`config.mk`:
```
export PLATFORM = sky130hd
export DESIGN_NAME = alu_iter
export DESIGN_NICKNAME = d
export VERILOG_FILES = /design/src/rtl/alu_iter.sv
export SDC_FILE = /design/constraint.sdc
export NUM_CORES = 1
export LEC_CHECK = 0
export BUFFER_PORTS_ARGS = -buffer_cell sky130_fd_sc_hd__buf_4
export CORE_UTILIZATION = 56
export CTS_CLUSTER_DIAMETER = 120
export DETAILED_ROUTE_END_ITERATION = 12
export GPL_TIMING_DRIVEN = 0
export PLACE_DENSITY_LB_ADDON = 0.25
export SLEW_MARGIN = 20
export SYNTH_ARGS = -nofsm -noshare
export SYNTH_HDL_FRONTEND = slang
export SYNTH_SLANG_ARGS = --single-unit
```
`constraint.sdc`:
```
create_clock -name clk -period 4.35 [get_ports clk]
set_input_delay 0.2175 -clock clk [delete_from_list [all_inputs] [get_ports clk]]
set_output_delay 0.2175 -clock clk [all_outputs]
set_load 0.05 [all_outputs]
```
`src/rtl/alu_iter.sv`:
```
// Slice-serial ALU: executes the decoder's 3-bit ALUControl op over WIDTH/SLICE cycles
// using a single SLICE-bit adder, with a start/busy/done handshake.
module alu_iter #(
    parameter int WIDTH = 32,
    parameter int SLICE = 4
) (
    input  logic             clk,
    input  logic             reset,
    input  logic             start,
    input  logic [2:0]       ALUControl,
    input  logic [WIDTH-1:0] SrcA,
    input  logic [WIDTH-1:0] SrcB,
    output logic             busy,
    output logic             done,
    output logic [WIDTH-1:0] ALUResult,
    output logic             Zero,
    output logic             illegal
);

    localparam int N  = WIDTH / SLICE;
    localparam int IW = (N > 1) ? $clog2(N) : 1;

    localparam logic [2:0] OP_ADD = 3'b000;
    localparam logic [2:0] OP_SUB = 3'b001;
    localparam logic [2:0] OP_AND = 3'b010;
    localparam logic [2:0] OP_OR  = 3'b011;
    localparam logic [2:0] OP_XOR = 3'b100;
    localparam logic [2:0] OP_SLT = 3'b101;

    typedef enum logic {IDLE, RUN} state_t;

    state_t           state_q, state_d;
    logic [IW-1:0]    idx_q, idx_d;
    logic             carry_q, carry_d;
    logic [2:0]       op_q, op_d;
    logic [WIDTH-1:0] a_q, a_d;
    logic [WIDTH-1:0] b_q, b_d;
    logic [WIDTH-1:0] acc_q, acc_d;
    logic [WIDTH-1:0] result_q, result_d;
    logic             zero_q, zero_d;
    logic             illegal_q, illegal_d;
    logic             done_q, done_d;

    logic             invert_b;
    logic [SLICE-1:0] a_s, b_eff, slice_res;
    logic [SLICE:0]   sum_ext;
    logic             cin_msb, overflow, lt;
    logic             is_illegal;
    logic [WIDTH-1:0] acc_shifted, final_res;

    // Datapath for the current slice; operands sit in shift registers so slice i is always at the LSBs.
    always_comb begin
        invert_b   = (op_q == OP_SUB) || (op_q == OP_SLT);
        is_illegal = op_q[2] & op_q[1];
        a_s        = a_q[SLICE-1:0];
        b_eff      = invert_b ? ~b_q[SLICE-1:0] : b_q[SLICE-1:0];
        sum_ext    = {1'b0, a_s} + {1'b0, b_eff} + {{SLICE{1'b0}}, carry_q};
        cin_msb    = sum_ext[SLICE-1] ^ a_s[SLICE-1] ^ b_eff[SLICE-1];
        overflow   = cin_msb ^ sum_ext[SLICE];
        lt         = sum_ext[SLICE-1] ^ overflow;

        case (op_q)
            OP_ADD, OP_SUB, OP_SLT: slice_res = sum_ext[SLICE-1:0];
            OP_AND:                 slice_res = a_s & b_eff;
            OP_OR:                  slice_res = a_s | b_eff;
            OP_XOR:                 slice_res = a_s ^ b_eff;
            default:                slice_res = '0;
        endcase

        acc_shifted = WIDTH'({slice_res, acc_q} >> SLICE);

        if (is_illegal)
            final_res = '0;
        else if (op_q == OP_SLT)
            final_res = {{(WIDTH-1){1'b0}}, lt};
        else
            final_res = acc_shifted;
    end

    always_comb begin
        state_d   = state_q;
        idx_d     = idx_q;
        carry_d   = carry_q;
        op_d      = op_q;
        a_d       = a_q;
        b_d       = b_q;
        acc_d     = acc_q;
        result_d  = result_q;
        zero_d    = zero_q;
        illegal_d = illegal_q;
        done_d    = 1'b0;

        case (state_q)
            IDLE: begin
                if (start) begin
                    state_d = RUN;
                    idx_d   = '0;
                    op_d    = ALUControl;
                    a_d     = SrcA;
                    b_d     = SrcB;
                    carry_d = (ALUControl == OP_SUB) || (ALUControl == OP_SLT);
                end
            end
            RUN: begin
                a_d     = a_q >> SLICE;
                b_d     = b_q >> SLICE;
                acc_d   = acc_shifted;
                carry_d = sum_ext[SLICE];
                idx_d   = idx_q + IW'(1);
                // Final slice: publish all result flags together so they never disagree.
                if (idx_q == IW'(N-1)) begin
                    state_d   = IDLE;
                    result_d  = final_res;
                    zero_d    = (final_res == '0);
                    illegal_d = is_illegal;
                    done_d    = 1'b1;
                end
            end
            default: state_d = IDLE;
        endcase
    end

    always_ff @(posedge clk or posedge reset) begin
        if (reset) begin
            state_q   <= IDLE;
            idx_q     <= '0;
            carry_q   <= 1'b0;
            op_q      <= '0;
            a_q       <= '0;
            b_q       <= '0;
            acc_q     <= '0;
            result_q  <= '0;
            zero_q    <= 1'b1;
            illegal_q <= 1'b0;
            done_q    <= 1'b0;
        end else begin
            state_q   <= state_d;
            idx_q     <= idx_d;
            carry_q   <= carry_d;
            op_q      <= op_d;
            a_q       <= a_d;
            b_q       <= b_d;
            acc_q     <= acc_d;
            result_q  <= result_d;
            zero_q    <= zero_d;
            illegal_q <= illegal_d;
            done_q    <= done_d;
        end
    end

    assign busy      = (state_q == RUN);
    assign done      = done_q;
    assign ALUResult = result_q;
    assign Zero      = zero_q;
    assign illegal   = illegal_q;

endmodule

```
==> qor.csv, run 1 <==
stage,metric,value,unit
synthesis,synth_fa_ha_area_frac,0.0267,
power_and_ir_drop,p_switching,2.62,mW
sta,tightest_slew,0.574,ns
clock_tree,cts_buffers,17,
clock_tree,cts_sinks,135,
clock_tree,clock_latency,0.53,ns
hold_path,min_path_type,primary input to flip-flop,
global_route,grt_first_pass_wirelength,25200,um
synthesis,async_flop_share,1.00,
synthesis,synth_cell_types,44,
setup_path,crit_type,flip-flop to flip-flop,
setup_path,cpPeakStageDelay,0.46,ns
setup_path,cp-end-kind,flip-flop,
hold_path,min_from,SrcB[24],
power_and_ir_drop,leakagePower,3.96,nW
placement,portBuffers,104,
setup_path,path_cells,"buf_4, buf_6, nor2_1, xor2_1, inv_1, fa_1, fa_1, xor2_1, o22ai_1, nand2b_1, o31ai_1, a2111oi_2, a32o_1",
power_and_ir_drop,swShare,0.423,
synthesis,synthXorXnorAreaFrac,0.0113,
setup_path,rrSetupSlack,0.80,ns
floorplanning,placementRows,38,
sta,setup_viol,0,
synthesis,synth_mux_area_frac,0.151,
drt,drtPass1Iterations,5,
synthesis,synth_nets,678,
power_and_ir_drop,ir_drop,428,uV
global_route,grt_max_degree,89,
finish,num_antenna_cells,0,
hold_path,whs_endpoint,b_q[24],
power_and_ir_drop,p_per_area,760,nW/um^2
finish,drive_above_1_share,0.240,
drt,viasPerCell,5.52,
placement,gp_congestion,0.859,
synthesis,synth_compound_area_frac,0.114,
sta,fin_worst_skew,0.00801,ns
global_route,grt_pass1_vias,5231,
synthesis,synth_top_family_by_area,multiplexers,
global_route,global_route.usage.total,0.285,
clock_tree,root_buffer,clkbuf_8,
floorplanning,die_w,107,um
finish,layout.cells.non_filler,916,
synthesis,ys_warn_count,0,
setup_path,crit_fanout,10,
run_status,status,finished clean,
clock_tree,clk_pin_slew,0.06,ns
floorplanning,die_y,107,um
sta,finalCritPeriodShare,0.816,
sta,fin_crit,3.55,ns
synthesis,syn-mean-instance-area,10.4,sq um
finish,fin_nets,845,
sta,rsz0062_at_grt,false,
synthesis,netlist_area,6190,sq um
clock_tree,cts_tree,done,
synthesis,synth_edf_count,0,
global_route,antenna_found_initial,0,
run,drv_cap,0,
floorplanning,dieArea,11500,sq um
sta,maxSlewHeadroom,0.616,
setup_path,worstPathRequired,4.82,ns
floorplanning,io_pins,106,
clock_tree,cts_resized,0,
setup_path,critPathLaunchType,flip-flop,
power_and_ir_drop,power,6.19,mW
power_and_ir_drop,power_frac_seq,0.352,
synthesis,yosysSeqAreaShare,0.546,
clock_tree,htree_num_levels,4,
drt,ant_nets,0,
drt,drt-initial-drc-count,307,
placement,hpwl,9980,um
finish,area_growth,31.6,%
drt,drc,0,
drt,routedWlPerCell,16.4,um
power_and_ir_drop,p_int,3.57,mW
synthesis,synthSimpleGateAreaFrac,0.109,
setup_path,arrival,4.01,ns
global_route,grt_overflow,0,
synthesis,yosys_most_used_dff,dfrtp_1,
setup_path,r2r-start,op_q[1],
sta,slew_violations,0,
drt,num_vias,5057,
sta,finalHoldViolCount,0,
power_and_ir_drop,comb_power_share,0.441,
floorplanning,core,10800,sq um
setup_path,slowest_stage,fa_1,
setup_path,r2r-end,Zero,
floorplanning,start_util,0.574,
clock_tree,cts_setup_buffers,0,
synthesis,syn-instance-count,596,
clock_tree,clock_path_buffers,2,
setup_path,rr_worst_depth,13,
hold_path,worstHoldPathCells,3,
power_and_ir_drop,power_frac_clock,0.207,
placement,dp_cells,841,
drt,wirelength,15000,um
sta,max_freq,0.282,GHz
synthesis,yosys_register_bits,135,
[routing by layer]
metal  GRT usage  share of wire
met3      0.0687          0.045
met1       0.361           0.43
met2       0.487           0.51
met5           0              0
met4      0.0822          0.016
[cell type report]
cell class | count | area [sq um]
fill | 734 | 2650
timing repair buffer | 148 | 1240
buffer | 42 | 198
multi-input combinational | 402 | 2550
tap | 140 | 175
inverter | 17 | 71.3
clock buffer | 21 | 459
clock inverter | 11 | 73.8
sequential | 135 | 3380
[worst max-delay path, delay by kind of cell, from the launching register on]
kind | cells | cell delay (ns)
adder cells (fa/ha/maj) | 2 | 0.87
AO/OA/AOI/OAI | 4 | 0.77
flip-flops | 1 | 0.36
buffers and inverters | 3 | 0.40
AND/OR/NAND/NOR | 2 | 0.54
XOR/XNOR | 2 | 0.54
[power by group through the flow]
stage          logic [mW]  registers [mW]  clock network, mW
4_1_cts              2.72            2.17               1.29
3_3_place_gp         2.57            2.15                  0
5_1_grt              3.00            2.24               1.36
3_5_place_dp         2.66            2.18                  0
6_report             2.73            2.18               1.28
2_1_floorplan        1.51            2.55                  0
[synth_stat cells, types with 3 or more instances]
cell,instances,share of area
nor2_1,19,0.012
nand3b_1,3,0.0036
inv_1,16,0.0097
mux2_2,26,0.047
nand2_1,124,0.075
o21ai_1,3,0.0024
ha_1,10,0.020
o21ai_0,92,0.074
clkbuf_1,21,0.013
nor4_1,6,0.0061
nor2b_1,3,0.0030
nand2b_1,3,0.0030
nor3_1,3,0.0024
a21oi_1,13,0.011
xor2_1,6,0.0085
dfrtp_1,134,0.54
buf_2,14,0.011
buf_1,3,0.0018
mux2i_1,64,0.10
[worst max path at each step]
| stage | from | end | depth (start not counted) |
|---|---|---|---|
| 5_1_grt | op_q[1] | Zero | 13 |
| 4_1_cts | op_q[1] | Zero | 13 |
| 3_5_place_dp | op_q[1] | Zero | 12 |
| 3_3_place_gp | reset | op_q[2] | 2 |
| 6_report | op_q[1] | Zero | 13 |
| 2_1_floorplan | reset | ALUResult[0] | 1 |
[sequential cells by signal, summed over array words and instances (netlist names), 3 cells and up]
register	flops
ALUResult	32
a_q	32
b_q	32
acc_q	28
idx_q	3
op_q	3
[logic make-up (layout without fill, tap and decap cells)]
family / count (synthesis) / in the layout
buffers and inverters: 59 / 239
XOR/XNOR: 8 / 8
flip-flops: 135 / 135
AO/OA/AOI/OAI: 127 / 127
AND/OR/NAND/NOR: 165 / 165
multiplexers: 90 / 90
adder cells (fa/ha/maj): 12 / 12
[repair_timing]
item,4_1_cts,5_1_grt
setup endpoints to repair,0,0
hold endpoints to repair,89,1
hold buffers,42,1
[stage by stage]
step	setup slack [ns]	hold slack (ns)	util	instance area [sq um]	TNS (ns)
floorplan	0.523	0.334	-	6190	0
CTS	0.812	0.000101	0.754	8140	0
global route	0.644	0.0108	0.755	8150	0
global placement	-0.808	0.433	0.662	7150	-107.26
finish	0.800	0.00798	0.755	8150	0
detailed placement	0.840	0.233	0.665	7180	0
[cell usage in the layout (no fill, tap or decap), types with 3 or more instances in the layout]
cell type,count
a21oi_1,13
buf_1,3
buf_2,14
buf_4,106
clkbuf_1,22
clkbuf_16,16
clkbuf_8,4
clkinv_2,5
clkinvlp_4,3
dfrtp_1,134
dlygate4sd3_1,43
ha_1,10
inv_1,15
mux2_2,26
mux2i_1,64
nand2_1,124
nand2b_1,3
nand3b_1,3
nor2_1,19
nor2b_1,3
nor3_1,3
nor4_1,6
o21ai_0,92
o21ai_1,3
xor2_1,6
Note: power is estimated with default switching activity, not from simulation.
==> run 2: changes to the inputs <==
--- a/config.mk
+++ b/config.mk
@@ -5,8 +5,9 @@
 export SDC_FILE = /design/constraint.sdc
 export NUM_CORES = 1
 export LEC_CHECK = 0
+export ABC_AREA = 1
 export BUFFER_PORTS_ARGS = -buffer_cell sky130_fd_sc_hd__buf_4
-export CORE_UTILIZATION = 56
+export CORE_UTILIZATION = 50
 export CTS_CLUSTER_DIAMETER = 120
 export DETAILED_ROUTE_END_ITERATION = 12
 export GPL_TIMING_DRIVEN = 0
==> constraint.sdc (replaced) <==
create_clock -name clk -period 3 [get_ports clk]
set_input_delay 0.15 -clock clk [delete_from_list [all_inputs] [get_ports clk]]
set_output_delay 0.15 -clock clk [all_outputs]
set_load 0.05 [all_outputs]
==> run 2 against run 1 <==
  * The flow now finishes with violations (design-rule violations)
  * Critical path depth up 1
  * Setup slack worse by 0.53 ns
  * Total power is 43% higher
  * Sequential share of layout area is 1.1 points lower
  * Flip-flop and latch count unchanged
  * Largest power group unchanged
  * Cell count rose by 14%
  * Clock power increased by 64%
  * Wire length is 14% higher
==> qor.csv, run 2 <==
stage,metric,value,unit,change
global_route,grt_max_degree,36,,-60%
finish,drive_above_1_share,0.177,,-0.0630
floorplanning,start_util,0.521,,-0.0528
setup_path,r2r-start,op_q[1],,
placement,hpwl,11200,um,+12%
finish,stdcell_area,8370,sq um,+2.8%
floorplanning,die_w,112,um,+4.5%
finish,num_antenna_cells,0,,unchanged
power_and_ir_drop,p_switching,3.74,mW,+43%
finish,fin_nets,969,,+15%
clock_tree,cts_tree,done,,
synthesis,synth_cell_types,30,,-32%
clock_tree,cts_buffers,17,,unchanged
floorplanning,core,11600,sq um,+7.6%
drt,num_vias,5683,,+12%
placement,portBuffers,105,,+0.96%
sta,fin_worst_skew,0.0120,ns,+0.00403 ns
synthesis,syn-instance-count,691,,+16%
global_route,grt_first_pass_wirelength,28500,um,+13%
power_and_ir_drop,comb_power_share,0.440,,about the same
synthesis,ys_warn_count,0,,unchanged
hold_path,min_path_type,primary input to asynchronous set/reset pin,,
run_status,failed_checks,design-rule violations,,
setup_path,critPathLaunchType,flip-flop,,
setup_path,crit_type,flip-flop to flip-flop,,
setup_path,cp-end-kind,flip-flop,,
setup_path,rrSetupSlack,0.27,ns,-0.53 ns
setup_path,crit_fanout,8,,-2
synthesis,synth_top_area_frac,0.554,,+0.0128
finish,area_growth,38.4,%,
run_status,status,finished with violations,,
drt,drt-initial-drc-count,465,,+51%
setup_path,arrival,3.08,ns,-0.93 ns
clock_tree,clk_pin_slew,0.06,ns,about the same
drt,routedWlPerCell,16.4,um,+0.30%
drt,viasPerCell,5.45,,-1.3%
sta,slew_violations,0,,unchanged
global_route,antenna_found_initial,0,,unchanged
setup_path,worstPathRequired,3.35,ns,-1.47 ns
finish,layout_common_cells,"225 x nand2_1, 134 x dfrtp_1, 107 x buf_4, 68 x dlygate4sd3_1",,
floorplanning,io_pins,106,,unchanged
placement,gp_congestion,0.869,,+1.2%
synthesis,synth_most_common_cell,nand2_1,,
global_route,global_route.usage.total,0.296,,+0.0111
drt,wirelength,17100,um,+14%
clock_tree,clock_latency,0.43,ns,-0.10 ns
global_route,grt_overflow,0,,unchanged
clock_tree,root_buffer,clkbuf_16,,
synthesis,async_flop_share,1.00,,unchanged
clock_tree,clock_path_buffers,2,,unchanged
sta,maxSlewHeadroom,0.574,,-0.0415
synthesis,yosysTopAreaCell,dfrtp_1,,
synthesis,yosysSeqAreaShare,0.559,,+0.0129
clock_tree,htree_num_levels,4,,unchanged
drt,ant_nets,0,,unchanged
synthesis,synth.top_cells.by_count,"225 x nand2_1, 134 x dfrtp_1, 67 x inv_1, 67 x o21ai_0, 42 x nand3_1",,
sta,max_freq,0.366,GHz,+30%
power_and_ir_drop,swShare,0.421,,-0.00144
synthesis,yosys_most_used_dff,dfrtp_1,,
placement,placed_area,7100,sq um,-1.1%
power_and_ir_drop,ir_drop,565,uV,+32%
floorplanning,die_y,112,um,+4.5%
floorplanning,dieArea,12500,sq um,+9.2%
drt,drc,4,,+4
run,drv_cap,0,,unchanged
sta,finalHoldViolCount,0,,unchanged
power_and_ir_drop,power_frac_clock,0.236,,+0.029
finish,mostFrequentLayoutCell,nand2_1,,
drt,drtPass1Iterations,9,,+4
synthesis,netlist_area,6050,sq um,-2.3%
finish,fill_cells,839,,+14%
synthesis,synthTopCellsByArea,"dfrtp_1 55%, nand2_1 14%, o21ai_0 5.5%",,
floorplanning,placementRows,39,,+2.6%
power_and_ir_drop,leakagePower,4.07,nW,+3.0%
sta,setup-tns-final,0,ns,unchanged
power_and_ir_drop,p_int,5.13,mW,+44%
clock_tree,cts_setup_buffers,0,,unchanged
synthesis,yosys_register_bits,135,,unchanged
setup_path,rr_worst_depth,14,,+1
sta,setup_viol,0,,unchanged
global_route,grt_pass1_vias,5843,,+12%
sta,tightest_slew,0.638,ns,+0.0644 ns
synthesis,syn-mean-instance-area,8.75,sq um,-16%
sta,rsz0062_at_grt,false,,
synthesis,synth_edf_count,0,,unchanged
power_and_ir_drop,power_frac_seq,0.323,,-0.029
sta,finalCritPeriodShare,0.911,,+0.0946
clock_tree,cts_sinks,135,,unchanged
power_and_ir_drop,p_per_area,1060,nW/um^2,+39%
setup_path,r2r-end,Zero,,
sta,fin_crit,2.73,ns,-0.818 ns
synthesis,synth_nets,773,,+14%
run 2: critical path: stages (launching register included):
cell     delay, ns
dfrtp_1       0.35
buf_4         0.16
inv_2         0.09
nand2_2       0.14
xor2_1        0.21
fa_1          0.43
fa_1          0.40
inv_1         0.08
a21oi_1       0.07
o21ai_1       0.24
nand3_1       0.13
nand3_1       0.13
nand2_1       0.09
nand3_1       0.08
nand2_1       0.05
run 2: kinds of logic after synthesis:
logic type / share of synthesized area
buffers and inverters: 0.0722
AO/OA/AOI/OAI: 0.137
flip-flops: 0.559
AND/OR/NAND/NOR: 0.200
adder cells (fa/ha/maj): 0.0273
XOR/XNOR: 0.00435
run 2: layer usage:
metal  track usage  routed length [um]
met1         0.369                6960
met5             0                   0
met3        0.0631                1150
met2         0.497                8460
met4         0.137                 569
run 2: power groups by stage:
stage / registers [mW] / clock network [mW] / logic (mW)
6_report: 2.87 / 2.10 / 3.91
4_1_cts: 2.86 / 2.12 / 3.87
2_1_floorplan: 3.40 / 0 / 2.09
3_3_place_gp: 2.86 / 0 / 3.67
3_5_place_dp: 2.88 / 0 / 3.78
5_1_grt: 2.94 / 2.20 / 4.30
run 2: timing repair:
action | in CTS | in global routing
resized for setup | 0 | 1
endpoints found under the hold margin | 100 | 0
hold buffers | 68 | 0
endpoints found under the setup margin | 0 | 2
run 2: worst max-delay path by stage:
stage | from | endpoint | cells after the start
floorplan | op_q[1] | Zero | 14
global placement | op_q[1] | Zero | 14
detailed placement | op_q[1] | Zero | 14
CTS | op_q[1] | Zero | 14
global route | op_q[1] | Zero | 14
finish | op_q[1] | Zero | 14
run 2: layout make-up:
type | count | area, sq um | share of cell area
Inverter | 68 | 259 | 0.0309
Tap cell | 143 | 179 | 0.0214
Timing Repair Buffer | 177 | 1550 | 0.185
Sequential cell | 135 | 3380 | 0.404
Clock buffer | 24 | 472 | 0.0563
Clock inverter | 8 | 121 | 0.0145
Multi-Input combinational cell | 449 | 2230 | 0.267
Buffer | 39 | 181 | 0.0217
run 2: stage by stage:
step                      total power [mW]   util  setup slack (ns)  hold slack, ns  cells
after detailed placement              6.65  0.611             0.196          0.0626    943
after floorplan                       5.49      -             0.577           0.260    691
after global placement                6.53  0.604             0.251           0.351    939
final                                 8.87  0.721             0.268           0.180   1043
after CTS                             8.84  0.721             0.179           0.167   1043
after global routing                  9.44  0.721            0.0225           0.194   1043
==> run 3: changes to the inputs <==
--- a/config.mk
+++ b/config.mk
@@ -7,11 +7,14 @@
 export LEC_CHECK = 0
 export ABC_AREA = 1
 export BUFFER_PORTS_ARGS = -buffer_cell sky130_fd_sc_hd__buf_4
-export CORE_UTILIZATION = 50
+export CELL_PAD_IN_SITES_DETAIL_PLACEMENT = 2
+export CELL_PAD_IN_SITES_GLOBAL_PLACEMENT = 2
+export CORE_UTILIZATION = 30
 export CTS_CLUSTER_DIAMETER = 120
 export DETAILED_ROUTE_END_ITERATION = 12
 export GPL_TIMING_DRIVEN = 0
 export PLACE_DENSITY_LB_ADDON = 0.25
+export RECOVER_POWER = 25
 export SLEW_MARGIN = 20
 export SYNTH_ARGS = -nofsm -noshare
 export SYNTH_HDL_FRONTEND = slang
==> run 3 against run 2 <==
  * The flow now finishes without violations
  * Die area rose by 65%
  * Wire length rose by 34%
  * Via count rose by 0.44%
  * Hold slack got worse by 0.17 ns
  * Flip-flop and latch count did not move
  * Critical path depth rose by 1
  * Total power rose by 4.4%
  * Clock power rose by 3%
  * Global-route usage fell by 5.7 points
  * Setup slack got worse by 0.061 ns
  * First-iteration DRC count fell by 51%
==> qor.csv, run 3 (same netlist as run 2, synthesis figures left out) <==
stage,metric,value,unit,change
sta,setup_viol,0,,unchanged
finish,mostFrequentLayoutCell,nand2_1,,
placement,gp_congestion,0.818,,-6.0%
setup_path,crit_type,flip-flop to flip-flop,,
sta,max_freq,0.358,GHz,-2.2%
sta,holdWs,0.0103,ns,-0.170 ns
setup_path,crit_fanout,8,,unchanged
drt,drt-initial-drc-count,228,,-51%
clock_tree,clock_latency,0.43,ns,about the same
clock_tree,root_buffer,clkbuf_16,,
placement,preCtsSetupSlack,-0.0744,ns,-0.270 ns
sta,fin_worst_skew,0.00906,ns,-0.00298 ns
sta,maxSlewHeadroom,0.0438,,-0.531
clock_tree,cts_tree,done,,
finish,area_growth,40.2,%,
floorplanning,io_pins,106,,unchanged
sta,tightest_slew,1.43,ns,+0.796 ns
drt,wirelength,22900,um,+34%
clock_tree,clk_pin_slew,0.06,ns,about the same
finish,drive_above_1_share,0.183,,+0.00596
drt,drtPass1Iterations,4,,-5
drt,drc,0,,-4
sta,finalCritPeriodShare,0.931,,+0.0202
global_route,grt_overflow,0,,unchanged
global_route,grt_pass1_vias,6632,,+14%
drt,viasPerCell,4.91,,-9.9%
sta,slew_violations,0,,unchanged
power_and_ir_drop,leakagePower,4.05,nW,-0.62%
power_and_ir_drop,p_per_area,1090,nW/um^2,+3.0%
finish,fill_cells,2163,,+160%
floorplanning,core,19600,sq um,+69%
clock_tree,cts_sinks,135,,unchanged
global_route,grt_first_pass_wirelength,36700,um,+29%
floorplanning,die_y,144,um,+29%
floorplanning,die_w,144,um,+29%
placement,hpwl,15000,um,+34%
floorplanning,start_util,0.309,,-0.212
drt,ant_nets,0,,unchanged
clock_tree,clock_path_buffers,2,,unchanged
finish,multi_input_area,2240,sq um,+0.34%
sta,finalWorstSetupSlack,0.208,ns,-0.0607 ns
power_and_ir_drop,power,9.26,mW,+4.4%
drt,routedWlPerCell,19.7,um,+20%
global_route,antenna_found_initial,0,,unchanged
finish,fin_nets,968,,-0.10%
placement,portBuffers,105,,unchanged
setup_path,worstPathRequired,3.37,ns,+0.02 ns
power_and_ir_drop,ir_drop,531,uV,-6.0%
finish,seq_area,3380,sq um,unchanged
sta,rsz0062_at_grt,false,,
sta,finalHoldViolCount,0,,unchanged
global_route,grt_max_degree,35,,-2.8%
run_status,status,finished clean,,
floorplanning,placementRows,51,,+31%
run,drv_cap,0,,unchanged
finish,num_antenna_cells,0,,unchanged
clock_tree,htree_num_levels,4,,unchanged
drt,num_vias,5708,,+0.44%
setup_path,cp-end-kind,flip-flop,,
hold_path,min_path_type,primary input to flip-flop,,
clock_tree,cts_buffers,17,,unchanged
setup_path,arrival,3.16,ns,+0.08 ns
finish,layout_common_cells,"225 x nand2_1, 134 x dfrtp_1, 107 x buf_4, 66 x inv_1, 66 x dlygate4sd3_1",,
sta,fin_crit,2.79,ns,+0.0607 ns
floorplanning,dieArea,20700,sq um,+65%
setup_path,critPathLaunchType,flip-flop,,
global_route,global_route.usage.total,0.239,,-0.0570
==> run 3: cell count changes in the layout (fill, tap and decap cells not counted) <==
cell           before  now
o21ai_0            66   65
clkinvlp_4          2    4
o21ai_2             0    2
buf_12              4    1
clkinvlp_2          0    1
clkbuf_8            2    1
clkbuf_1           28   25
o21ai_1             2    1
clkbuf_4            0    3
dlygate4sd3_1      68   66
inv_6               0    1
==> run 3: metrics by stage <==
step                cell area [sq um]  utilization  setup TNS [ns]  cells
floorplan                        6050            -               0    691
finish                           8480        0.433               0   1163
global route                     8480        0.433               0   1163
detailed placement               7250        0.370          -0.140   1065
global placement                 7170        0.366               0   1061
CTS                              8510        0.434               0   1162
==> run 3: routing by layer <==
metal / global-route usage / routed length, um / part of all wire
met5: 0 / 0 / 0
met1: 0.281 / 9760 / 0.43
met2: 0.427 / 11900 / 0.52
met4: 0.0985 / 697 / 0.030
met3: 0.0437 / 584 / 0.025
==> run 3: final timing paths <==
kind                          startpoint       endpoint  slack [ns]  depth (start not counted)
min                             SrcA[30]        a_q[30]        0.01                          3
max                              op_q[1]           Zero        0.21                         15
min reg2reg                ALUResult[31]  ALUResult[31]        0.49                          2
max in group asynchronous          reset           Zero        0.39                          5
min in group asynchronous          reset        a_q[28]        0.38                          3
max reg2reg                      op_q[1]           Zero        0.21                         15
==> run 3: final cells by class <==
| class | instances | area share |
|---|---|---|
| sequential | 135 | 0.399 |
| multi-input combinational | 449 | 0.264 |
| timing repair buffer | 176 | 0.176 |
| clock buffer | 19 | 0.0522 |
| tap | 265 | 0.0391 |
| inverter | 68 | 0.0302 |
| buffer | 39 | 0.0214 |
| clock inverter | 12 | 0.0180 |
==> run 3: where the power goes <==
| part | leakage, nW | internal (mW) | total (mW) | switching [mW] |
|---|---|---|---|---|
| Clock | 0.281 | 1.32 | 2.17 | 0.852 |
| Combinational | 1.99 | 1.30 | 4.19 | 2.89 |
| Sequential | 1.78 | 2.50 | 2.90 | 0.394 |
==> run 3: critical path, cell delays in order (launching register included) <==
cell     delay [ns]
dfrtp_1        0.36
buf_4          0.17
inv_2          0.12
nand2_2        0.14
xor2_1         0.22
fa_1           0.44
fa_1           0.43
inv_1          0.09
a21oi_1        0.07
o21ai_2        0.18
inv_1          0.06
nand2_1        0.07
nand3_1        0.12
nand2_1        0.12
nand3_1        0.09
nand2_1        0.07
==> run 3: what timing repair did <==
| item | CTS | global route |
|---|---|---|
| pin swaps | 0 | 1 |
| buffers inserted | 0 | 1 |
| hold buffers | 66 | 0 |
| endpoints found under the setup margin | 2 | 2 |
| resized for setup | 1 | 3 |
| hold endpoints to repair | 83 | 0 |
